`src/rtl/tlul_host_tempsensor_poller_pkg.sv`:
```
// TL-UL channel structs, opcodes and FSM/step encodings shared by the temperature-sensor poller.
package tlul_host_tempsensor_poller_pkg;

  localparam logic [2:0] OP_PUT_FULL_DATA   = 3'h0;
  localparam logic [2:0] OP_GET             = 3'h4;
  localparam logic [2:0] OP_ACCESS_ACK      = 3'h0;
  localparam logic [2:0] OP_ACCESS_ACK_DATA = 3'h1;

  typedef struct packed {
    logic        a_valid;
    logic [2:0]  a_opcode;
    logic [2:0]  a_param;
    logic [1:0]  a_size;
    logic [7:0]  a_source;
    logic [31:0] a_address;
    logic [3:0]  a_mask;
    logic [31:0] a_data;
    logic        d_ready;
  } tl_h2d_t;

  typedef struct packed {
    logic        d_valid;
    logic [2:0]  d_opcode;
    logic [2:0]  d_param;
    logic [1:0]  d_size;
    logic [7:0]  d_source;
    logic        d_sink;
    logic [31:0] d_data;
    logic        d_error;
    logic        a_ready;
  } tl_d2h_t;

  typedef enum logic [2:0] {
    ST_IDLE, ST_ISSUE, ST_WAIT, ST_GAP, ST_FIN
  } poller_state_e;

  typedef enum logic [2:0] {
    STEP_CLR, STEP_RST, STEP_CONV, STEP_START, STEP_POLL, STEP_READ, STEP_STOP
  } poller_step_e;

endpackage

```
`src/rtl/tlul_host_tempsensor_poller.sv`:
```
// TL-UL host that runs one temperature-sensor conversion: reset, configure, start, poll DONE,
// read the result and stop the sensor, with one transaction outstanding at a time.
module tlul_host_tempsensor_poller
  import tlul_host_tempsensor_poller_pkg::*;
#(
  parameter logic [31:0] BaseAddr = 32'h0,
  parameter int unsigned SourceId = 0,
  parameter int unsigned PollGap  = 16,
  parameter int unsigned MaxPolls = 1024
) (
  input  logic        clk_i,
  input  logic        rst_i,
  input  logic        start_i,
  input  logic [3:0]  conv_time_i,
  output logic        busy_o,
  output logic        done_o,
  output logic [23:0] dout_o,
  output logic        err_o,
  output logic        timeout_o,
  output tl_h2d_t     tl_o,
  input  tl_d2h_t     tl_i
);

  // Handshake: a request is presented with a_valid and held, fields frozen, until a_valid & a_ready;
  // a response is taken only on d_valid & d_ready, and d_ready is high only in ST_WAIT.
  localparam logic [7:0]  SrcId     = 8'(SourceId);
  localparam logic [15:0] MaxPollsW = 16'(MaxPolls);
  localparam logic [7:0]  GapLast   = 8'(PollGap - 1);

  poller_state_e state_q, state_d;
  poller_step_e  step_q, step_d;
  logic [3:0]    conv_q;
  logic [15:0]   poll_cnt_q;
  logic [7:0]    gap_cnt_q;
  logic          to_pend_q;
  logic          err_q;
  logic          timeout_q;
  logic [23:0]   dout_q;

  logic          is_get;
  logic [7:0]    offset;
  logic [31:0]   wdata;
  logic          start_acc;
  logic          rsp_fire;
  logic          rsp_bad;
  logic          poll_done;
  logic          poll_last;
  logic          unused_d;

  assign is_get    = (step_q == STEP_POLL) || (step_q == STEP_READ);
  assign start_acc = (state_q == ST_IDLE) && start_i;
  assign rsp_fire  = (state_q == ST_WAIT) && tl_i.d_valid;
  assign rsp_bad   = tl_i.d_error || (tl_i.d_source != SrcId) ||
                     (tl_i.d_opcode != (is_get ? OP_ACCESS_ACK_DATA : OP_ACCESS_ACK));
  assign poll_done = tl_i.d_data[0];
  assign poll_last = (poll_cnt_q + 16'd1) >= MaxPollsW;
  assign unused_d  = ^{tl_i.d_param, tl_i.d_size, tl_i.d_sink, tl_i.d_data[31:24]};

  always_comb begin
    offset = 8'h00;
    wdata  = 32'h0;
    case (step_q)
      STEP_CLR:   begin offset = 8'h04; wdata = 32'h0; end
      STEP_RST:   begin offset = 8'h04; wdata = 32'h1; end
      STEP_CONV:  begin offset = 8'h08; wdata = {28'h0, conv_q}; end
      STEP_START: begin offset = 8'h0C; wdata = 32'h1; end
      STEP_POLL:  offset = 8'h18;
      STEP_READ:  offset = 8'h14;
      STEP_STOP:  begin offset = 8'h0C; wdata = 32'h0; end
      default:    offset = 8'h00;
    endcase
  end

  always_comb begin
    tl_o           = '0;
    tl_o.a_valid   = (state_q == ST_ISSUE);
    tl_o.a_opcode  = is_get ? OP_GET : OP_PUT_FULL_DATA;
    tl_o.a_param   = 3'h0;
    tl_o.a_size    = 2'd2;
    tl_o.a_source  = SrcId;
    tl_o.a_address = BaseAddr + {24'h0, offset};
    tl_o.a_mask    = 4'hF;
    tl_o.a_data    = wdata;
    tl_o.d_ready   = (state_q == ST_WAIT);
  end

  always_comb begin
    state_d = state_q;
    step_d  = step_q;
    case (state_q)
      ST_IDLE: begin
        if (start_i) begin
          state_d = ST_ISSUE;
          step_d  = STEP_CLR;
        end
      end
      ST_ISSUE: begin
        if (tl_i.a_ready) state_d = ST_WAIT;
      end
      ST_WAIT: begin
        if (rsp_fire) begin
          if (rsp_bad) begin
            state_d = ST_FIN;
          end else begin
            state_d = ST_ISSUE;
            case (step_q)
              STEP_CLR:   step_d = STEP_RST;
              STEP_RST:   step_d = STEP_CONV;
              STEP_CONV:  step_d = STEP_START;
              STEP_START: step_d = STEP_POLL;
              STEP_POLL: begin
                if (poll_done)      step_d  = STEP_READ;
                else if (poll_last) step_d  = STEP_STOP;
                else                state_d = ST_GAP;
              end
              STEP_READ:  step_d  = STEP_STOP;
              default:    state_d = ST_FIN;
            endcase
          end
        end
      end
      ST_GAP: begin
        if (gap_cnt_q == 8'd0) state_d = ST_ISSUE;
      end
      ST_FIN:  state_d = ST_IDLE;
      default: state_d = ST_IDLE;
    endcase
  end

  always_ff @(posedge clk_i or posedge rst_i) begin
    if (rst_i) begin
      state_q <= ST_IDLE;
      step_q  <= STEP_CLR;
    end else begin
      state_q <= state_d;
      step_q  <= step_d;
    end
  end

  always_ff @(posedge clk_i or posedge rst_i) begin
    if (rst_i) begin
      conv_q     <= 4'h0;
      poll_cnt_q <= 16'h0;
      gap_cnt_q  <= 8'h0;
      to_pend_q  <= 1'b0;
      err_q      <= 1'b0;
      timeout_q  <= 1'b0;
      dout_q     <= 24'h0;
    end else begin
      if (start_acc) begin
        conv_q    <= conv_time_i;
        err_q     <= 1'b0;
        timeout_q <= 1'b0;
        to_pend_q <= 1'b0;
      end
      if (state_q == ST_GAP && gap_cnt_q != 8'd0) gap_cnt_q <= gap_cnt_q - 8'd1;
      if (rsp_fire) begin
        if (rsp_bad) begin
          err_q <= 1'b1;
        end else begin
          case (step_q)
            STEP_START: poll_cnt_q <= 16'h0;
            STEP_POLL: begin
              poll_cnt_q <= poll_cnt_q + 16'd1;
              gap_cnt_q  <= GapLast;
              if (!poll_done && poll_last) to_pend_q <= 1'b1;
            end
            STEP_READ: dout_q    <= tl_i.d_data[23:0];
            // Timeout is only reported once the sensor has been stopped cleanly.
            STEP_STOP: timeout_q <= to_pend_q;
            default: ;
          endcase
        end
      end
    end
  end

  assign busy_o    = (state_q != ST_IDLE);
  assign done_o    = (state_q == ST_FIN);
  assign dout_o    = dout_q;
  assign err_o     = err_q;
  assign timeout_o = timeout_q;

endmodule

```
`config.mk`:
```
export PLATFORM = sky130hd
export DESIGN_NAME = tlul_host_tempsensor_poller
export DESIGN_NICKNAME = d
export VERILOG_FILES = /design/src/rtl/tlul_host_tempsensor_poller_pkg.sv /design/src/rtl/tlul_host_tempsensor_poller.sv
export SDC_FILE = /design/constraint.sdc
export NUM_CORES = 1
export LEC_CHECK = 0
export CAP_MARGIN = 0
export CORE_ASPECT_RATIO = 0.5
export CORE_MARGIN = 4
export CORE_UTILIZATION = 45
export CTS_CLUSTER_DIAMETER = 80
export CTS_CLUSTER_SIZE = 24
export DETAILED_ROUTE_END_ITERATION = 8
export HOLD_SLACK_MARGIN = 0.12
export PLACE_DENSITY = 0.87
export RECOVER_POWER = 100
export SYNTH_ARGS = -nofsm -noshare
export SYNTH_HDL_FRONTEND = slang
export SYNTH_SLANG_ARGS = --single-unit
```
`constraint.sdc`:
```
create_clock -name clk_i -period 4.5 [get_ports clk_i]
set_clock_uncertainty 0.05 [all_clocks]
set_input_delay 1.125 -clock clk_i [delete_from_list [all_inputs] [get_ports clk_i]]
set_output_delay 1.125 -clock clk_i [all_outputs]
set_load 0.005 [all_outputs]
```
Word-level counts from Yosys, hierarchy flattened
Cells that the tools add are included.
Widths: inputs -> output; s select.
{"block": "op_classes", "order_cmp": 1, "n_mux": 37, "reduce_logical": 24, "add_sub_neg": 2, "bitwise": 1, "n_eq_ne": 18}
{"op": "$mux 3", "count": 11}
{"op": "$mux 8", "count": 4}
{"op": "$pmux 16 s2", "count": 1}
{"op": "$pmux 5 s5", "count": 1}
{"op": "$pmux 3 s6", "count": 1}
{"op": "$add 16x1->16 const B", "count": 1}
{"op": "$ge 16x11->1 const B", "count": 1}
{"op": "$reduce_bool 8->1", "count": 2}
{"op": "$mux 1", "count": 13}
{"op": "$eq 3x2->1 const B", "count": 4}
{"op": "$eq 3x3->1 const B", "count": 4}
{"op": "$pmux 3 s2", "count": 2}
{"op": "$pmux 3 s4", "count": 1}
{"op": "$logic_not 8->1", "count": 1}
{"op": "$pmux 4 s2", "count": 1}
{"op": "$sub 8x1->8 const B", "count": 1}
{"op": "$ne 7x1->1 const B", "count": 1}
{"op": "$eq 3x1->1 const B", "count": 2}
{"op": "$logic_not 3->1", "count": 2}
{"op": "$ne 2x2->1 const B", "count": 3}
{"op": "$reduce_and 3->1", "count": 2}
{"op": "$reduce_and 6->1", "count": 1}
{"op": "$reduce_or 2->1", "count": 3}
{"op": "$reduce_or 5->1", "count": 1}
{"op": "11 further kinds", "count": 19}
{"block": "totals", "wordCells": 92, "output_inout_bits": 114, "register_bits": 61, "input_bits": 59}

Logic depth before layout (Yosys ltp)
Gate-level depths: netlist (run 1).
{"block": "depth", "depth_word": 8, "depth_mapped": 10, "depth_no_buf": 8}

Worst setup path after synthesis (run 1)
Ideal clock, no wire load.
{"block": "synth_timing", "path_type": "input to register", "start": "in tl_i[1] (netlist name)", "end": "reg poll_cnt_q[5]", "path_buffers": 1, "path_slack_ps": 1478, "setup_time_ps": 128, "arrival_ps": 2843, "stages": 6, "path_cell_list": "or3_1 -> or4_1 -> buf_2 -> or4_4 -> xor2_1 -> nor2_2"}
{"block": "synth_via", "elab_chain_cells": 4}
{"element": "start: declaration", "line_no": "tlul_host_tempsensor_poller.sv:21", "rtl": "input tl_d2h_t tl_i"}
{"element": "$logic_or 1x1->1 (2 in series)", "line_no": "tlul_host_tempsensor_poller.sv:53", "rtl": "assign rsp_bad = tl_i.d_error || (tl_i.d_source != SrcId) ||"}
{"element": "$not 1->1 (no line)"}
{"element": "$reduce_and 3->1 (no line)"}
{"element": "end signal: assignment", "line_no": "tlul_host_tempsensor_poller.sv:164", "rtl": "poll_cnt_q <= poll_cnt_q + 16'd1;"}
{"element": "end: declaration", "line_no": "tlul_host_tempsensor_poller.sv:33", "rtl": "logic [15:0] poll_cnt_q;"}
No other way between the ends.
A chain may end at the register's enable or synchronous reset.

Worst setup path in the final report (run 1)
{"block": "layout_timing", "start": "in tl_i[36] (netlist name)", "end": "reg dout_q[3] (netlist: dout_o[3])"}
{"block": "layout_via", "elab_chain_cells": 5}
{"element": "$reduce_bool 8->1", "line_no": "tlul_host_tempsensor_poller.sv:53"}
{"element": "$logic_or 1x1->1 (2 in series)", "line_no": "tlul_host_tempsensor_poller.sv:53"}
{"element": "$not 1->1 (no line)"}
{"element": "$reduce_and 3->1 (no line)"}
{"element": "end signal: assignment", "line_no": "tlul_host_tempsensor_poller.sv:168", "rtl": "STEP_READ: dout_q <= tl_i.d_data[23:0];"}
{"element": "end: declaration", "line_no": "tlul_host_tempsensor_poller.sv:38", "rtl": "logic [23:0] dout_q;"}
No other way between the ends.

==> metrics.cfg, run 1 <==
[status]
status=finished with violations
violations=max-capacitance violations, max-slew violations

[global_route]
grt-ovfl-total=0
grt_max_degree=50
antenna_found_initial=0
grt_usage_pct=16.55
grt_pass1_vias=2511
grt_first_pass_wirelength_mm=12.69

[cts]
numCtsBuffers=9
htreeDepth=3
clkLatencyLatePin_ps=320
clkTransAtPathRegs_ps=50
cts-hold-fix-buffers=0
root_buffer=clkbuf_16
clock_sinks=61
post_cts_buffers=0
cts_resized=0
tritoncts=done
clock_path_buffers=2

[worst_setup_path]
cp.arrival_ps=3720
cp.required_ps=4650
critPathLaunchType=input port
end_kind=flip-flop
worstSetupPathType=input port to flip-flop
critical_path.max_fanout=25

[logic_synthesis]
netlist_area_sq_mm=0.003612
synth_area_leaders=dfrtp_1, buf_4, mux2_2, nand2_1, xnor2_1
avgSynthCellArea_sq_um=9.789
ys_types=52
synth_edf_count=0
yosys.area.top_type=dfrtp_1
async_reset_ff_share_pct=100.0
ys_seq_elements=61
ys_seq_area_share_pct=42.26
synthCells=369
synth_warnings=0
synth_top_area_share_pct=42.26
synth_flop_cell=dfrtp_1

[timing]
drv_slew=50
setup_tns_ps=0
finalSetupViolCount=0
period_share_pct=79.28
rsz0062_at_grt=no
timing.fmax_mhz=280.3
max-slew-margin-rel_pct=-25.62
fin_crit_ps=3568
finalHoldViolCount=0
worst_pin_slew_ps=1882

[detailed_routing]
first_pass_iters=4
vias=2753
viasPerCell=4.899
drc=0
wire_per_inst_microns=14.38
drtIter0Drc=144
final_antenna_net_count=0
routed_wirelength_mm=8.081

[floorplanning]
initial_utilization_pct=47.72
core_area_sq_mm=0.007570
die_h_microns=71.36
num_rows=22
die_x_microns=134.7
ios=173
die_area_sq_mm=0.009612

[place]
io_buffers=82
gp_congestion=0.8581
dpl.hpwl_mm=5.953

[power]
powerDensity_mw_per_mm2=358.1
vdd_drop_max_mv=0.1498
leakage_uw=0.002168
total_power_uw=1601

[finish]
multiInputGateArea_sq_mm=0.001674
drive_gt1_share_pct=10.57
syn_to_final_growth_pct=23.73
seq_area_sq_mm=0.001526
layout.nets=511
antennaDiodeCount=0
fill_cells=617

[hold_path]
worst_hold_path_type=flip-flop to flip-flop

[run]
maxCapViolCount=1

layout by cell type (no fill, tap or decap), drive strengths merged, types with 6 or more instances in the layout:
cell type / n
a21oi: 12
and3: 6
clkbuf: 14
clkdlybuf4s50: 42
conb: 76
dfrtp: 61
dlygate4sd3: 40
inv: 8
mux2: 27
nand2: 29
nand3: 12
nor2: 26
nor3: 10
nor4: 8
o21ai: 8
xnor2: 11
xor2: 10
kinds of logic (layout without fill, tap and decap cells):
kind of cell,after synthesis,in the layout,synth area share [%]
buf+inv,98,109,18.60
simple gates,118,118,17.42
fa+ha+maj,3,3,1.039
mux,29,29,8.971
xor+xnor,21,21,5.092
other cells,2,76,0.2079
compound gates,37,37,6.409
flops,61,61,42.26
critical path, stage by stage:
cell	delay (ps)
dlygate4sd3_1	540
nor4_1	280
nand2_1	140
nor4_1	200
clkbuf_1	370
nand3_2	570
mux2_2	490
power breakdown:
part / switching (uW) / leakage [uW] / internal, uW
logic: 157 / 0.00122 / 154
registers: 62.7 / 0.000808 / 608
clock network: 234 / 0.000136 / 385
total: 454 / 0.00217 / 1150
Yosys cell counts (all sizes together) (6+ instances only):
library cell and count:
nand3 12, nor2 26, mux2 27, xnor2 11
nor4 8, a21oi 12, o21ai 8, nand2 29
inv 8, buf 84, dfrtp 61, and3 6
xor2 10, nor3 10
worst paths after layout:
check	slack, ps	start	to	cells past startpoint
setup / recovery	930	tl_i[36]	dout_o[3]	7
hold / removal	430	dout_o[0]	dout_o[0]	2
setup reg to reg	1460	step_q[2]	dout_o[3]	6
hold reg to reg	430	dout_o[0]	dout_o[0]	2
max in group asynchronous	1190	rst_i	to_pend_q	3
min in group asynchronous	1810	rst_i	dout_o[12]	2
cell type report:
type	count	share of cell area, %
repair buffers	84	18.53
clock inverters	4	0.5319
well taps	108	3.024
multi-input cells	284	37.46
flip-flops and latches	61	34.15
inverters	9	0.7839
clock buffers	12	5.515
flip-flops by register name, summed over array words and instances (netlist names):
signal      flops
dout_o         24
poll_cnt_q     16
gap_cnt_q       8
conv_q          4
state_q         3
step_q          3
err_o           1
timeout_o       1
to_pend_q       1
metrics by stage:
step                      cell area, sq um  hold slack [ps]  worst slack, ps  std cells  util (%)
after floorplan                       3890            398.5             1478        443         -
after global placement                4224            412.5            928.6        546     55.80
after detailed placement              4224            424.9            896.7        546     55.80
after CTS                             4494            438.1             1204        562     59.37
after global routing                  4469            451.3            645.0        562     59.04
final                                 4469            428.4            932.3        562     59.04
routing by layer:
layer	vias to the layer above	share of wire, %	track usage (%)
met4	0	2.2	7.223
met1	1320	38	19.61
met5	-	0	0
li1	1273	-	-
met3	17	8.1	3.857
met2	143	51	29.11
(Power assumes the default switching activity.)
==> run 2, diff against run 1 <==
CORE_UTILIZATION = 37   (was 45)
PLACE_DENSITY = 0.77   (was 0.87)
clock period = 3.1 ns   (was 4.5 ns; I/O delays follow)
==> run 2 against run 1 <==
The run still ends with max-capacitance violations, max-slew violations left. Setup slack got worse by 720 ps. Non-clock buffer count increased by 7. Die area increased by 20%. Final area increased by 2.3%. Hold slack improved by 0.67 ps. Sequential power increased by 45%. Cell count increased by 6.0%. Core utilization decreased by 11 points. Clock power increased by 60%. Via count decreased by 2.9%. Critical path depth unchanged. Sequential share of layout area decreased by 0.76 points. Critical path type unchanged. Critical endpoint is now poll_cnt_q[8]. Largest cell class unchanged. Largest power group is now the clock network.
==> metrics.cfg, run 2 (synthesis gave the netlist of run 1 again) <==
[detailed_routing]
vias=2673
viasPerCell=4.485
first_pass_iters=4
final_antenna_net_count=0
drtIter0Drc=140
wire_per_inst_microns=13.29
drc=0
routed_wirelength_mm=7.920

[power]
vdd_drop_max_mv=0.2376
leakage_uw=0.002196
powerDensity_mw_per_mm2=526.1

[global_route]
grt_max_degree=62
grt-ovfl-total=0
grt_first_pass_wirelength_mm=12.06
grt_usage_pct=13.11
antenna_found_initial=0
grt_pass1_vias=2416

[worst_setup_path]
critical_path.max_fanout=6
end_kind=flip-flop
r2r-end=poll_cnt_q[8]
critPathLaunchType=input port
startpoint=tl_i[1]
cp.required_ps=3250
critPathCapture=poll_cnt_q[8]
r2r_slack_ps=360
timing.rr.start=step_q[2]
r2r_cells=7
cp.arrival_ps=3030
worstSetupPathType=input port to flip-flop

[floorplanning]
num_rows=25
die_x_microns=147.7
initial_utilization_pct=38.11
die_h_microns=77.87
ios=173
core_area_sq_mm=0.009478
die_area_sq_mm=0.01150

[timing]
timing.fmax_mhz=346.6
max-slew-margin-rel_pct=-0.8658
setup_tns_ps=0
fin_crit_ps=2885
period_share_pct=93.06
finalSetupViolCount=0
finalHoldViolCount=0
drv_slew=62
worst_pin_slew_ps=1513
rsz0062_at_grt=no

[place]
io_buffers=82
gp_congestion=0.8119
post-place-cells=580
dpl.hpwl_mm=5.746

[finish]
syn_to_final_growth_pct=26.53
layout.nets=518
finalNonFillerCells=596
largest_register_ffs=24
fill_cells=872
drive_gt1_share_pct=11.71
multiInputGateArea_sq_mm=0.001674
layout_common_cells=conb_1, dfrtp_1, clkdlybuf4s50_1, dlygate4sd3_1
final_common_cell=conb_1
antennaDiodeCount=0
seq_area_sq_mm=0.001526

[status]
violations=max-capacitance violations, max-slew violations
status=finished with violations

[cts]
post_cts_buffers=0
clkLatencyLatePin_ps=330
root_buffer=clkbuf_16
clock_sinks=61
cts_resized=0
clock_path_buffers=2
clkTransAtPathRegs_ps=50
numCtsBuffers=9
cts-hold-fix-buffers=0
tritoncts=done
htreeDepth=3

[hold_path]
worst_hold_path_type=flip-flop to flip-flop

[run]
maxCapViolCount=1

## run 2: area by class of cell
class | instances | share of cell area, %
inverter | 9 | 0.7665
sequential | 61 | 33.40
multi-input combinational | 284 | 36.63
timing repair buffer | 91 | 19.08
clock inverter | 4 | 1.040
clock buffer | 12 | 5.393
tap | 135 | 3.696
## run 2: power breakdown
group | internal [uW] | switching (uW) | total [uW]
clock network | 641 | 351 | 991
registers | 882 | 86.7 | 969
logic | 227 | 218 | 445
## run 2: worst min path at each step
stage | from | endpoint | slack [ps] | depth (start not counted)
4_1_cts | to_pend_q | to_pend_q | 440 | 2
3_3_place_gp | to_pend_q | to_pend_q | 410 | 2
2_1_floorplan | to_pend_q | to_pend_q | 400 | 2
5_1_grt | dout_o[0] | dout_o[0] | 450 | 2
3_5_place_dp | to_pend_q | to_pend_q | 420 | 2
6_report | dout_o[0] | dout_o[0] | 430 | 2
## run 2: stage by stage
| step | setup slack [ps] | hold WS (ps) | total power [uW] | util (%) | cell area (sq um) |
|---|---|---|---|---|---|
| floorplan | 428.3 | 398.5 | 1346 | - | 3890 |
| global placement | 1.824 | 414.8 | 1432 | 45.61 | 4323 |
| detailed placement | 16.08 | 424.8 | 1445 | 45.61 | 4323 |
| CTS | 265.4 | 436.4 | 2439 | 48.71 | 4617 |
| global route | 127.2 | 454.5 | 2524 | 48.22 | 4571 |
| finish | 215.2 | 429.1 | 2405 | 48.22 | 4571 |
## run 2: per-layer routing
layer,vias to the layer above,routed length (microns),global-route usage (%)
met4,0,96,4.275
met3,7,525,3.559
met1,1286,3116,15.68
met2,93,4181,23.02
met5,-,0,0
li1,1287,-,-
## run 2: worst max-delay path, stage by stage
cell and delay, ps:
clkdlybuf4s50_1 390, or3_1 420, or4_1 550, clkbuf_1 230, nor4_1 430, xnor2_1 170, nor2_1 60
==> run 3, diff against run 2 <==
HOLD_SLACK_MARGIN = 0.02   (was 0.12)
==> results of run 3 <==
Same layout as run 2: the final DEF is identical, and so are final timing and power.
